**config.mk**
```make
export PLATFORM = sky130hd
export DESIGN_NAME = crossing_cmd_queue
export DESIGN_NICKNAME = d
export VERILOG_FILES = /design/src/rtl/crossing_cmd_queue_pkg.sv /design/src/rtl/crossing_cmd_queue_debounce.sv /design/src/rtl/crossing_cmd_queue.sv
export SDC_FILE = /design/constraint.sdc
export NUM_CORES = 1
export LEC_CHECK = 0
export CORE_MARGIN = 2
export CORE_UTILIZATION = 60
export CTS_CLUSTER_SIZE = 28
export DETAILED_ROUTE_END_ITERATION = 6
export HOLD_SLACK_MARGIN = 0.03
export PLACE_DENSITY = 0.81
export SETUP_SLACK_MARGIN = 0.3
export SLEW_MARGIN = 15
export SYNTH_ARGS = -nofsm -noshare
export SYNTH_HDL_FRONTEND = slang
export SYNTH_SLANG_ARGS = --single-unit
```
**constraint.sdc**
```tcl
create_clock -name clk_1kHz -period 5.41 [get_ports clk_1kHz]
set_clock_uncertainty 0.05 [all_clocks]
set_input_delay 1.082 -clock clk_1kHz [delete_from_list [all_inputs] [get_ports clk_1kHz]]
set_output_delay 1.082 -clock clk_1kHz [all_outputs]
set_load 0.005 [all_outputs]
```
**src/rtl/crossing_cmd_queue_pkg.sv**
```systemverilog
// Shared move codes, debounce default and command type for the crossing game input path.
package crossing_pkg;

    localparam int DEB_CYCLES_DEFAULT = 20;

    typedef enum logic [1:0] {
        CMD_CAT   = 2'd0,
        CMD_DOG   = 2'd1,
        CMD_MOUSE = 2'd2,
        CMD_CANOE = 2'd3
    } move_cmd_t;

endpackage

```
**src/rtl/crossing_cmd_queue_debounce.sv**
```systemverilog
// Single-button debouncer: counts cycles of raw/level disagreement and emits one press per debounced rise.
module btn_debounce_edge #(
    parameter int DEB_CYCLES = 20
) (
    input  logic clk,
    input  logic rst,
    input  logic raw,
    output logic level,
    output logic press
);

    localparam int CW = $clog2(DEB_CYCLES + 1);

    logic [CW-1:0] cnt;
    logic          level_d;

    always_ff @(posedge clk) begin
        if (rst) begin
            cnt     <= '0;
            level   <= 1'b0;
            level_d <= 1'b0;
            press   <= 1'b0;
        end else begin
            level_d <= level;
            // Compare against the previous level so the pulse lands one edge after the flip.
            press   <= level & ~level_d;
            if (raw == level) begin
                cnt <= '0;
            end else if (cnt == CW'(DEB_CYCLES - 1)) begin
                cnt   <= '0;
                level <= ~level;
            end else begin
                cnt <= cnt + 1'b1;
            end
        end
    end

endmodule

```
**src/rtl/crossing_cmd_queue.sv**
```systemverilog
// Debounced move buttons -> priority-encoded commands -> show-ahead FIFO with valid/ready to Main.
// Optional CMD_DROP_CNT_EN adds a saturating dropped-press counter output.
module crossing_cmd_queue
    import crossing_pkg::*;
#(
    parameter int DEB_CYCLES = DEB_CYCLES_DEFAULT,
    parameter int DEPTH      = 4
) (
    input  logic                       clk_1kHz,
    input  logic                       btn_0_out,
    input  logic [3:0]                 btn_raw,
    input  logic                       game_en,
    input  logic                       cmd_ready,
    output logic                       cmd_valid,
    output logic [1:0]                 cmd_code,
    output logic [3:0]                 btn_level,
    output logic [$clog2(DEPTH):0]     fifo_level,
    output logic                       overflow
`ifdef CMD_DROP_CNT_EN
    ,
    output logic [3:0]                 drop_cnt
`endif
);

    localparam int AW = $clog2(DEPTH);
    localparam int LW = AW + 1;

    logic [3:0]    press;
    logic          push;
    logic          pop;
    logic          full;
    logic          do_push;
    logic          drop;
    move_cmd_t     new_cmd;
    move_cmd_t     mem [DEPTH];
    logic [AW-1:0] wr_ptr;
    logic [AW-1:0] rd_ptr;
    logic [LW-1:0] count;

    for (genvar i = 0; i < 4; i++) begin : g_btn
        btn_debounce_edge #(
            .DEB_CYCLES(DEB_CYCLES)
        ) u_deb (
            .clk   (clk_1kHz),
            .rst   (btn_0_out),
            .raw   (btn_raw[i]),
            .level (btn_level[i]),
            .press (press[i])
        );
    end

    always_comb begin
        new_cmd = CMD_CANOE;
        if (press[3])      new_cmd = CMD_CAT;
        else if (press[2]) new_cmd = CMD_DOG;
        else if (press[1]) new_cmd = CMD_MOUSE;
    end

    assign cmd_valid  = (count != '0);
    assign cmd_code   = cmd_valid ? mem[rd_ptr] : CMD_CAT;
    assign fifo_level = count;
    assign full       = (count == LW'(DEPTH));
    assign push       = game_en & (|press);
    assign pop        = cmd_valid & cmd_ready;
    assign do_push    = push & (~full | pop);
    assign drop       = push & full & ~pop;

    always_ff @(posedge clk_1kHz) begin
        if (btn_0_out || !game_en) begin
            wr_ptr   <= '0;
            rd_ptr   <= '0;
            count    <= '0;
            overflow <= 1'b0;
        end else begin
            overflow <= drop;
            if (do_push) wr_ptr <= wr_ptr + 1'b1;
            if (pop)     rd_ptr <= rd_ptr + 1'b1;
            case ({do_push, pop})
                2'b10:   count <= count + 1'b1;
                2'b01:   count <= count - 1'b1;
                default: count <= count;
            endcase
        end
    end

    // Storage needs no reset: cmd_code is masked whenever the FIFO is empty.
    always_ff @(posedge clk_1kHz) begin
        if (!btn_0_out && do_push) mem[wr_ptr] <= new_cmd;
    end

`ifdef CMD_DROP_CNT_EN
    always_ff @(posedge clk_1kHz) begin
        if (btn_0_out || !game_en) begin
            drop_cnt <= '0;
        end else if (drop && drop_cnt != 4'd15) begin
            drop_cnt <= drop_cnt + 1'b1;
        end
    end
`endif

endmodule

```
==> run metrics, run 1 <==
status completed; slowest CP cell or4b_4; TritonCTS clock tree built; final hold violation count 0; setup tns final 0 ps; largest net degree at the start of global routing 16; RSZ-0062 raised after global routing no; Port Buffers 18; Logic pwr share 3.2%; multi-input logic area 963 µm²; # Max-Cap Violations 0; Seq pwr share ~64%; Final GP Congestion 0.813; worst endpoint data arrival time 3320 ps; Int Power 0.000468 W; Fmax 322 MHz; Row Count 21; area grow syn2layout 12.6%; synthesized area per cell 10.2 µm²; DRC viols 0; Die H roughly 64 µm; final WL ~3400 µm; ANT cells 0; Power Dens Cells between 200 and 250 nW/µm²; dominant synthesized flop cell dfxtp_1; Reg2Reg Setup Slack 2840 ps; WP data required 5620 ps; CP Launch Type input pin; CP max FO 5; total die area ~4000 µm²; Worst Reg-to-Reg Cells 7; worst-path cell chain clkdlybuf4s50_1 -> o31a_1 -> and2_1 -> inv_1 -> fa_1 -> or4b_4 -> a21oi_1 -> nor3b_2; post-CTS setup repair buffer count 0; share of the synthesized area in the top cell type 39.3%; switching part of the total a little over a fifth; Sw Pwr around 0.00013 W; Starting Density a little over three fifths; post-cts sizing count 0; vias approximately 1.4k; critical path type input pin to flop; FF/Latch Area around 1100 µm²; CTS max path bufs 2; first-pass GRT wire length about 6000 µm; clock root buffer clkbuf_4; Post-synth ARST share 0%; layout cell share with drive strength beyond 1 7.89%; post-synth cell types 37; CP peak stage delay approximately 560 ps; cts hold-fix bufs 0; CTS clk-pin slew, worst paths ~140 ps; I/O pins 19; initial antenna violation count 0; remaining antenna violation count 0; min Tclk post-route between 3000 and 4000 ps; Peak VDD IR between 0.00015 and 0.0002 V; DP HPWL between 2000 and 3000 µm; hold depth 1; startpoint of the worst register-to-register path g_btn[2].u_deb.press; die width 63.8 µm; WP buf/inv 2; clock power share between 30 and 40%; setup ws final between 2000 and 2500 ps; Worst slew margin roughly 65%; Final nets about 240; reg-to-reg endpoint fifo_level[2]; hold wc startpoint g_btn[1].u_deb.level_d; leading area contributor after synthesis dfxtp_1; leakage around 0.84 nW; Slew Viols, Final 0; syn nets between 200 and 250; Mapped Cells between 200 and 250; Post-synth EDFFs 8; fill count around 260; DR pass1 iterations 4; WL/cell roughly 12 µm; share of the yosys chip area belonging to registers between 50% and 60%; Worst Tran Pin Value approximately 530 ps; period utilisation layout around 57%; Overflow after GRT 0; Hold Crit Class flop to flop; Tot GR Track Use 19.0%; vias in the first global route 1492; Place WS between 1500 and 2000 ps; final setup fails 0; synth warn 0; crit-path leading delay family simple AND/OR/NAND/NOR gates; CTS sink count 50; drt initial violations 59; Vias/cell between 5 and 6; worst hold endpoint g_btn[1].u_deb.press; TritonCTS buffer count 5; Crit. End Element flop; clk_lat worst skew 360 ps; total core area 3390 µm²; htree depth 2; Yosys reg bits 50; post-synthesis cell area between 2000 and 2500 µm²; top cells by area, synth dfxtp_1 39%, edfxtp_1 11%, nor2_1 5.3%
## stage by stage
step                      total power, W  utilization, %  hold slack, ps  cells  cell area, µm²
after floorplan                 0.000400               -             317    209            2140
after global placement          0.000408            69.0             322    266            2340
after detailed placement        0.000409            69.0             323    266            2340
after CTS                       0.000599            71.2             330    274            2410
after global routing            0.000617            71.2             335    274            2410
final                           0.000595            71.2             331    274            2410
## kinds of logic after synthesis
logic type               after synthesis  synth area share, %
XOR/XNOR                              15                 6.13
adder cells (fa/ha/maj)                9                 5.61
buffers and inverters                 22                 4.56
AO/OA/AOI/OAI                         18                 6.13
AND/OR/NAND/NOR                       85                 21.3
multiplexers                          10                 5.84
flip-flops                            50                 50.5
## placed cells by master, fill, tap and decap left out, drive strengths merged
cell           instances
nor4                   1
fa                     1
o31a                   1
nor3b                  1
nand2                  8
o21ai                  4
or3                    1
nand3b                 1
nor3                   7
clkdlybuf4s50         18
dfxtp                 42
and2                   7
edfxtp                 8
mux4                   2
nand2b                 6
a21oi                  6
o41ai                  1
clkinvlp               1
nand3                  6
xor2                   7
mux2i                  8
or2                    4
nor4bb                 1
or4b                   2
o21bai                 1
a211oi                 1
xnor2                  8
a21o                   1
a22oi                  3
nor2b                 10
clkbuf                 7
nor2                  30
ha                     8
inv                   15
## sequential cells by signal (all words and copies together) (netlist names), named ones only
register             flops
overflow                 1
rd_ptr                   2
g_btn.u_deb.level        4
g_btn.u_deb.cnt         20
mem                      8
g_btn.u_deb.press        4
wr_ptr                   2
g_btn.u_deb.level_d      4
fifo_level               3
## Yosys cell counts (all sizes together) (2+ instances only)
cell,number
nand3,6
edfxtp,8
xor2,7
mux2i,8
or2,4
buf,5
or4b,2
and2,7
clkbuf,2
inv,15
nor2,30
dfxtp,42
nor2b,10
xnor2,8
a22oi,3
mux4,2
ha,8
nor3,7
nand2b,6
o21ai,4
a21oi,6
nand2,8
## layout make-up
type                    count  area share [%]
multi-input cells         137            39.9
repair buffers             18            7.47
clock buffers               7            2.75
inverters                  15            2.33
well taps                  46            2.39
clock inverters             1           0.311
flip-flops and latches     50            44.8
## worst max path at each step
stage,start,to,slack [ps],cells after the start
floorplan,cmd_ready,fifo_level[2],2580,7
global placement,cmd_ready,fifo_level[2],2020,8
detailed placement,cmd_ready,fifo_level[2],1910,8
CTS,cmd_ready,fifo_level[2],2300,8
global route,cmd_ready,fifo_level[2],2230,8
finish,cmd_ready,fifo_level[2],2300,8
## worst reg2reg max path, delay by kind of cell, from the launching register on
family                     cells  cell delay (ps)
AOI/OAI and AO/OA              2              680
adders and majority gates      1              390
DFF                            1              390
buffers and inverters          1               90
and+or+nand+nor                3              860
## metal layers
metal / vias to the layer above / global-route usage (%) / routed length [µm]
met5: - / 0 / 0
met4: 0 / 6.52 / 48
met3: 6 / 5.81 / 117
met2: 26 / 34.3 / 1800
met1: 667 / 21.0 / 1390
li1: 728 / - / -
## power groups by stage
stage	clock network (W)	logic [W]	registers [W]
after floorplan	0	0.0000109	0.000389
after global placement	0	0.0000182	0.000389
after detailed placement	0	0.0000194	0.000390
after CTS	0.000198	0.0000195	0.000381
after global routing	0.000213	0.0000218	0.000382
final	0.000194	0.0000192	0.000381
Note: power is estimated with default switching activity, not from simulation.
==> run 2: changes to the inputs <==
- CORE_UTILIZATION: 60 -> 56
- PLACE_DENSITY: 0.81 -> 0.76
- clock period: 5.41 -> 2.9 ns (I/O delays scaled with it)
==> run 2 against run 1 <==
  * Non-clock buffer count rose by 2
  * Highest routed layer unchanged
  * Largest power group unchanged
  * Critical path depth did not move
  * Critical path type unchanged
  * Combinational power rose by 89%
  * Final cell count rose by 1.5%
  * Critical endpoint unchanged
  * Power rose by 100%
  * Design area rose by 2.3%
  * Clock power rose by 140%
  * Clock-buffer cell count did not move
  * Sequential cell count did not move
  * Via count fell by 1.3%
  * Worst hold slack improved by 6.8 ps
==> run metrics, run 2 (synthesis results as in run 1) <==
status completed; commonest cells after routing, fill and taps aside 42 x dfxtp_1, 30 x nor2_1, 18 x clkdlybuf4s50_1, 15 x inv_1, 9 x nor2b_1; final WL roughly 3300 µm; Final GP Congestion 0.696; Worst slew margin about two thirds; Largest regs g_btn.u_deb.cnt x20, mem x8; Seq pwr share around three fifths; DP HPWL roughly 2600 µm; Vias/cell 5.07; max reg flops 20; clk_lat worst skew slightly below 300 ps; Worst Tran Pin Value just over 500 ps; Hold Slack roughly 340 ps; Row Count 22; WL/cell about 12 µm; crit path launch cmd_ready; worst endpoint data arrival time roughly 2600 ps; Final nets 246; total die area 4340 µm²; critical path type input pin to flop; slowest CP cell or4b_4; switching part of the total about 18%; vias in the first global route between 1k and 1.5k; Sw Pwr roughly 0.00022 W; CP Capture Point fifo_level[2]; initial antenna violation count 0; largest net degree at the start of global routing 15; clock power share a little under two fifths; Logic pwr share ~3.0%; CTS max path bufs 2; drt initial violations 52; CP Launch Type input pin; TritonCTS buffer count 5; CP max FO 3; Peak VDD IR between 0.0003 and 0.0004 V; Crit. End Element flop; commonest non-fill, non-tap cell in the layout dfxtp_1; Hold Crit Class flop to flop; CTS clk-pin slew, worst paths roughly 80 ps; Reg2Reg Setup Slack approximately 470 ps; final hold violation count 0; Die H between 60 and 70 µm; DR pass1 iterations 4; Worst Reg-to-Reg Cells 7; # Max-Cap Violations 0; Port Buffers 18; Int Power between 0.0009 and 0.001 W; CP peak stage delay approximately 580 ps; reg-to-reg endpoint fifo_level[2]; Slew Viols, Final 0; DRC viols 0; I/O pins 19; clock root buffer clkbuf_8; hold depth 1; Overflow after GRT 0; Reg with most FFs g_btn.u_deb.cnt; first-pass GRT wire length around 6000 µm; vias roughly 1.4k; layout cell share with drive strength beyond 1 under 10%; CTS sink count 50; die width roughly 66 µm; total core area 3660 µm²; area grow syn2layout 15.2%; fill count 278; RSZ-0062 raised after global routing no; min Tclk post-route 2490 ps; WP data required 3030 ps; Power Dens Cells just under 500 nW/µm²; Fmax ~400 MHz; leakage approximately 0.87 nW; final setup fails 0; ANT cells 0; worst-path cell chain clkdlybuf4s50_1 -> o31a_1 -> and2_4 -> inv_1 -> fa_1 -> or4b_4 -> a21oi_2 -> nor3b_2; period utilisation layout 85.8%; TritonCTS clock tree built; remaining antenna violation count 0; setup tns final 0 ps; htree depth 2; startpoint of the worst register-to-register path g_btn[0].u_deb.press; Starting Density roughly three fifths; Tot GR Track Use ~18%
[run 2: power by group through the flow]
stage	logic (W)	clock network (W)	registers (W)
6_report	0.0000363	0.000458	0.000711
5_1_grt	0.0000407	0.000508	0.000712
4_1_cts	0.0000367	0.000473	0.000711
3_5_place_dp	0.0000365	0	0.000727
3_3_place_gp	0.0000340	0	0.000726
2_1_floorplan	0.0000203	0	0.000726
[run 2: worst min path at each step]
| stage | to | start |
|---|---|---|
| 2_1_floorplan | g_btn[0].u_deb.press | g_btn[0].u_deb.level_d |
| 3_3_place_gp | g_btn[0].u_deb.press | g_btn[0].u_deb.level_d |
| 3_5_place_dp | g_btn[0].u_deb.press | g_btn[0].u_deb.level_d |
| 4_1_cts | g_btn[0].u_deb.press | g_btn[0].u_deb.level_d |
| 5_1_grt | g_btn[1].u_deb.press | g_btn[1].u_deb.level_d |
| 6_report | g_btn[0].u_deb.press | g_btn[0].u_deb.level_d |
[run 2: routing by layer]
| layer | track usage [%] | part of all wire (%) |
|---|---|---|
| met1 | 18.8 | 42 |
| met5 | 0 | 0 |
| met3 | 5.45 | 4.3 |
| met2 | 34.7 | 52 |
| met4 | 7.03 | 1.7 |
[run 2: per-stage QoR]
step           power [W]  util [%]  std cells  worst slack (ps)  area, µm²
4_1_cts          0.00122      67.1        277               359       2450
2_1_floorplan   0.000746         -        209               539       2140
6_report         0.00120      67.4        278               413       2470
3_3_place_gp    0.000760      64.1        269               111       2350
5_1_grt          0.00126      67.4        278               323       2470
3_5_place_dp    0.000764      64.1        269              33.9       2350
[run 2: final cells by class]
class                      instances  area (µm²)  area share [%]
timing repair buffer              20         195            7.91
multi-input combinational        137         970            39.3
tap                               48        60.1            2.43
clock buffer                       7        76.3            3.09
inverter                          15        56.3            2.28
clock inverter                     1        30.0            1.22
sequential                        50        1080            43.8
[run 2: what timing repair did]
action                                 4_1_cts  5_1_grt
setup endpoints to repair                    0        1
resized for setup                            0        2
setup buffers                                0        1
endpoints found under the hold margin        0        0
hold buffers                                 0        0
[run 2: worst max-delay path: cells and delay by family]
| kind | cells | cell delay (ps) |
|---|---|---|
| buffers and inverters | 2 | 550 |
| adders and majority gates | 1 | 380 |
| AOI/OAI and AO/OA | 2 | 320 |
| and+or+nand+nor | 3 | 780 |
==> run 3: changes to the inputs <==
- CELL_PAD_IN_SITES_DETAIL_PLACEMENT: unset -> 1
- CELL_PAD_IN_SITES_GLOBAL_PLACEMENT: unset -> 2
- CORE_UTILIZATION: 56 -> 36
- PLACE_DENSITY: 0.76 -> 0.75
- SETUP_SLACK_MARGIN: 0.3 -> 0.4
==> run 3 against run 2 <==
  * Clock power rose by 11%
  * Combinational power rose by 1%
  * Sequential share of layout area fell by 0.78 points
  * Critical path type unchanged
  * Largest cell class unchanged
==> run metrics, run 3 (synthesis results as in run 1) <==
status completed; clock power share 40.4%; min Tclk post-route 2410 ps; Crit. End Element flop; DRC viols 0; drt initial violations 28; # Max-Cap Violations 0; vias between 1k and 1.5k; hold wc startpoint g_btn[3].u_deb.level_d; Starting Density between 30% and 40%; commonest non-fill, non-tap cell in the layout dfxtp_1; cts hold-fix bufs 0; worst hold endpoint g_btn[3].u_deb.press; CTS sink count 50; worst endpoint data arrival time between 2000 and 3000 ps; Final GP Congestion between 0.6 and 0.7; CTS max path bufs 2; vias in the first global route 1416; Row Count 28; CTS clk-pin slew, worst paths 90 ps; Slew Viols, Final 0; Sw Pwr about 0.00025 W; area grow syn2layout 17.5%; Peak VDD IR about 0.00021 V; post-cts sizing count 1; final setup fails 0; Final nets between 200 and 250; Hold Crit Class flop to flop; remaining antenna violation count 0; startpoint of the worst register-to-register path g_btn[2].u_deb.press; I/O pins 19; leakage 0.876 nW; hold depth 1; final WL 3560 µm; Worst Tran Pin Value approximately 560 ps; commonest cells after routing, fill and taps aside 41 x dfxtp_1, 30 x nor2_1, 18 x clkdlybuf4s50_1, 15 x inv_1, 9 x nor2b_1; Vias/cell 4.71; htree depth 2; Overflow after GRT 0; TritonCTS buffer count 5; Int Power around 0.0010 W; ANT cells 0; final hold violation count 0; Worst Reg-to-Reg Cells 7; Reg with most FFs g_btn.u_deb.cnt; Tot GR Track Use between 10% and 20%; TritonCTS clock tree built; max reg flops 20; Port Buffers 18; CP Launch Type input pin; final core utilization a little over two fifths; fin area approximately 2500 µm²; layout cell share with drive strength beyond 1 a little over a tenth; DP HPWL approximately 2700 µm; crit path launch cmd_ready; Die H between 80 and 90 µm; critical path type input pin to flop; clk_lat worst skew approximately 300 ps; Reg2Reg Setup Slack ~630 ps; post-place instance area 2390 µm²; RSZ-0062 raised after global routing yes; first-pass GRT wire length 6110 µm; Worst slew margin between 60 and 70%; WP data required approximately 3000 ps; CP max FO 3; clock root buffer clkbuf_8; Fmax roughly 410 MHz; total die area 6580 µm²; reg-to-reg endpoint fifo_level[2]; Power Dens Cells 499 nW/µm²; DR pass1 iterations 4; largest net degree at the start of global routing 16; WL/cell ~12 µm; switching part of the total roughly a fifth; die width 81.1 µm; period utilisation layout 83.1%; initial antenna violation count 0; Largest regs g_btn.u_deb.cnt x20, mem x8; setup tns final 0 ps; Logic pwr share under 10%; Seq pwr share a little under three fifths; total core area 5850 µm²; post-CTS setup repair buffer count 0
## run 3: cell types whose count changed in the layout (fill, tap and decap cells not counted)
cell | previous run | this run
fa_1 | 1 | 0
dfxtp_2 | 0 | 1
clkbuf_8 | 5 | 6
dfxtp_1 | 42 | 41
fa_2 | 0 | 1
clkbuf_1 | 2 | 1
## run 3: final cells by class
cell class / count / area (µm²)
Tap cell: 75 / 93.8
Inverter: 15 / 56.3
Multi-Input combinational cell: 137 / 972
Sequential cell: 50 / 1080
Clock inverter: 1 / 30.0
Timing Repair Buffer: 20 / 195
Clock buffer: 7 / 86.3
Fill cell: 663 / 3330
## run 3: critical path, stage by stage
cell             delay, ps
clkdlybuf4s50_1        490
o31a_1                 160
and2_4                 150
inv_1                   70
fa_2                   340
or4b_4                 560
a21oi_2                150
nor3b_2                 50
## run 3: worst max-delay path by stage
stage,endpoint,slack (ps),cells past startpoint
6_report,fifo_level[2],490,8
5_1_grt,fifo_level[2],400,8
4_1_cts,fifo_level[2],410,8
3_5_place_dp,fifo_level[2],70,8
3_3_place_gp,fifo_level[2],100,8
2_1_floorplan,fifo_level[2],540,7
## run 3: per-layer routing
| layer | wire length, µm | GRT usage [%] |
|---|---|---|
| met4 | 61 | 5.08 |
| met1 | 1710 | 14.4 |
| met3 | 128 | 4.11 |
| met2 | 1660 | 20.7 |
| met5 | 0 | 0 |
## run 3: per-stage QoR
step           hold WS [ps]  setup slack (ps)  total power, W  std cells
2_1_floorplan           317               539        0.000746        209
3_3_place_gp            325              95.0        0.000763        297
3_5_place_dp            325              68.9        0.000764        297
4_1_cts                 339               407         0.00128        305
5_1_grt                 345               396         0.00130        305
6_report                332               489         0.00125        305
## run 3: power groups by stage
stage          Sequential [W]  Combinational [W]  Clock, W
3_3_place_gp         0.000727          0.0000367         0
5_1_grt              0.000712          0.0000421  0.000551
2_1_floorplan        0.000726          0.0000203         0
6_report             0.000711          0.0000368  0.000507
4_1_cts              0.000711          0.0000378  0.000527
3_5_place_dp         0.000727          0.0000375         0
==> RTL edit (settings of run 3) <==
Set the parameter `DEPTH` to 8 (it was 4).
--- a/src/rtl/crossing_cmd_queue.sv
+++ b/src/rtl/crossing_cmd_queue.sv
@@ -4,7 +4,7 @@
     import crossing_pkg::*;
 #(
     parameter int DEB_CYCLES = DEB_CYCLES_DEFAULT,
-    parameter int DEPTH      = 4
+    parameter int DEPTH      = 8
 ) (
     input  logic                       clk_1kHz,
     input  logic                       btn_0_out,
Ports: changed (resized fifo_level); port bits go from 19 to 20. No check against the original RTL was run, so the function may have changed too.
==> RTL edit against run 3 <==
  * Sequential cell count increased by 12
  * Sequential share of layout area increased by 4.0 points
  * Total power increased by 31%
  * Die area increased by 17%
  * Wire length increased by 21%
  * Final area increased by 19%
  * Synthesized cell count increased by 7.2%
  * Critical path depth decreased by 4
  * Worst setup slack improved by 0.0034 ns
  * Synthesized area increased by 17%
  * Cell count increased by 15%
  * Maximum frequency increased by 0.14%
  * Largest power group unchanged
==> RTL edit: results (changes against run 3) <==
logic_synthesis:
  synth_edf_count: 16  # +8
  synth-seq-area-share: 0.557  # +0.0525
  yosys-top-cells-area: "dfxtp_1, edfxtp_1, nor2_1"
  synthCells: 224  # +7.2%
  syn-num-nets: 239  # +5.8%
  synth.distinct_cells: 36  # -2.7%
  synth_common_cells: "dfxtp_1, nor2_1, edfxtp_1"
routing:
  wl_met2_mm: 2.08  # +26%
  wl_met1_mm: 2.04  # +19%
  vias_per_cell: 4.56  # -3.2%
  wl_met3_um: 148  # +16%
clocking:
  clock_latency_ns: 0.32  # +0.02 ns
  htreeDepth: 3  # +1
  clk_pin_slew_ns: 0.06  # -0.03 ns
  cts_made_buffers: 9  # +4
placed_design:
  dpl_worst_slack_ns: 0.346  # +0.277 ns
  dp.cells: 332  # +12%
  dp_hpwl_mm: 3.15  # +18%
  port-buffer-count: 19  # +1
  gp_congestion: 0.749  # +7.6%
status:
  status: "finished, final reports clean"
global_routing:
  grt_use_met1: 0.149  # +0.00448
  grt_pass1_vias: 1615  # +14%
  grt_use_total: 0.126  # +0.00263
  grt_max_degree: 18  # +2
final_layout:
  fin_cells: 350  # +15%
  fillers: 753  # +14%
  layout-drive-gt1-share: 0.122  # +0.0177
  finalNetCount: 264  # +7.3%
pwr:
  ir_drop_v: 0.000280  # +32%
  p_leak_nw: 1.04  # +19%
worst_setup_path:
  cp_slowest_cell: "clkdlybuf4s50_1"
  worstPathArrival_ns: 1.78  # -0.77 ns
  slowest_delay_ns: 0.44  # -0.12 ns
RTL edit: cell types whose count changed after synthesis, sizes merged, moves of 4 or more:
cell,run 3,this run
and2,7,0
dfxtp,42,46
edfxtp,8,16
inv,15,7
nand3,6,10
nor2,30,44
nor3,7,2
or2,4,0
or3,1,5
xor2,7,12
RTL edit: timing repair:
item | in CTS | in global routing
resized for setup | 5 | 2
setup endpoints to repair | 3 | 2
setup buffers | 2 | 0
cloned | 0 | 0
RTL edit: kinds of logic after synthesis:
kind of cell	synth area share
AND/OR/NAND/NOR	0.181
flip-flops	0.557
XOR/XNOR	0.0697
buffers and inverters	0.0313
multiplexers	0.0796
AO/OA/AOI/OAI	0.0468
adder cells (fa/ha/maj)	0.0348
RTL edit: path summary, 6_finish.rpt:
path / cells past startpoint / endpoint / start / slack [ns]
min reg2reg: 1 / g_btn[2].u_deb.press / g_btn[2].u_deb.level_d / 0.33
min: 1 / g_btn[2].u_deb.press / g_btn[2].u_deb.level_d / 0.33
max: 4 / cmd_valid / fifo_level[0] / 0.49
max reg2reg: 7 / fifo_level[2] / g_btn[1].u_deb.press / 0.87
RTL edit: power breakdown:
part / switching (W) / total (W) / leakage, nW / internal [W]
Combinational: 0.0000210 / 0.0000402 / 0.476 / 0.0000192
Sequential: 0.00000373 / 0.000890 / 0.463 / 0.000886
Clock: 0.000312 / 0.000717 / 0.104 / 0.000405
RTL edit: cell type report:
cell class                 count  area (um2)  area share
multi-input combinational    147        1030       0.345
tap                           96         120      0.0400
inverter                       7        26.3     0.00876
timing repair buffer          22         214      0.0713
clock buffer                  13         180      0.0601
clock inverter                 3        15.0     0.00500
sequential                    62        1410       0.470
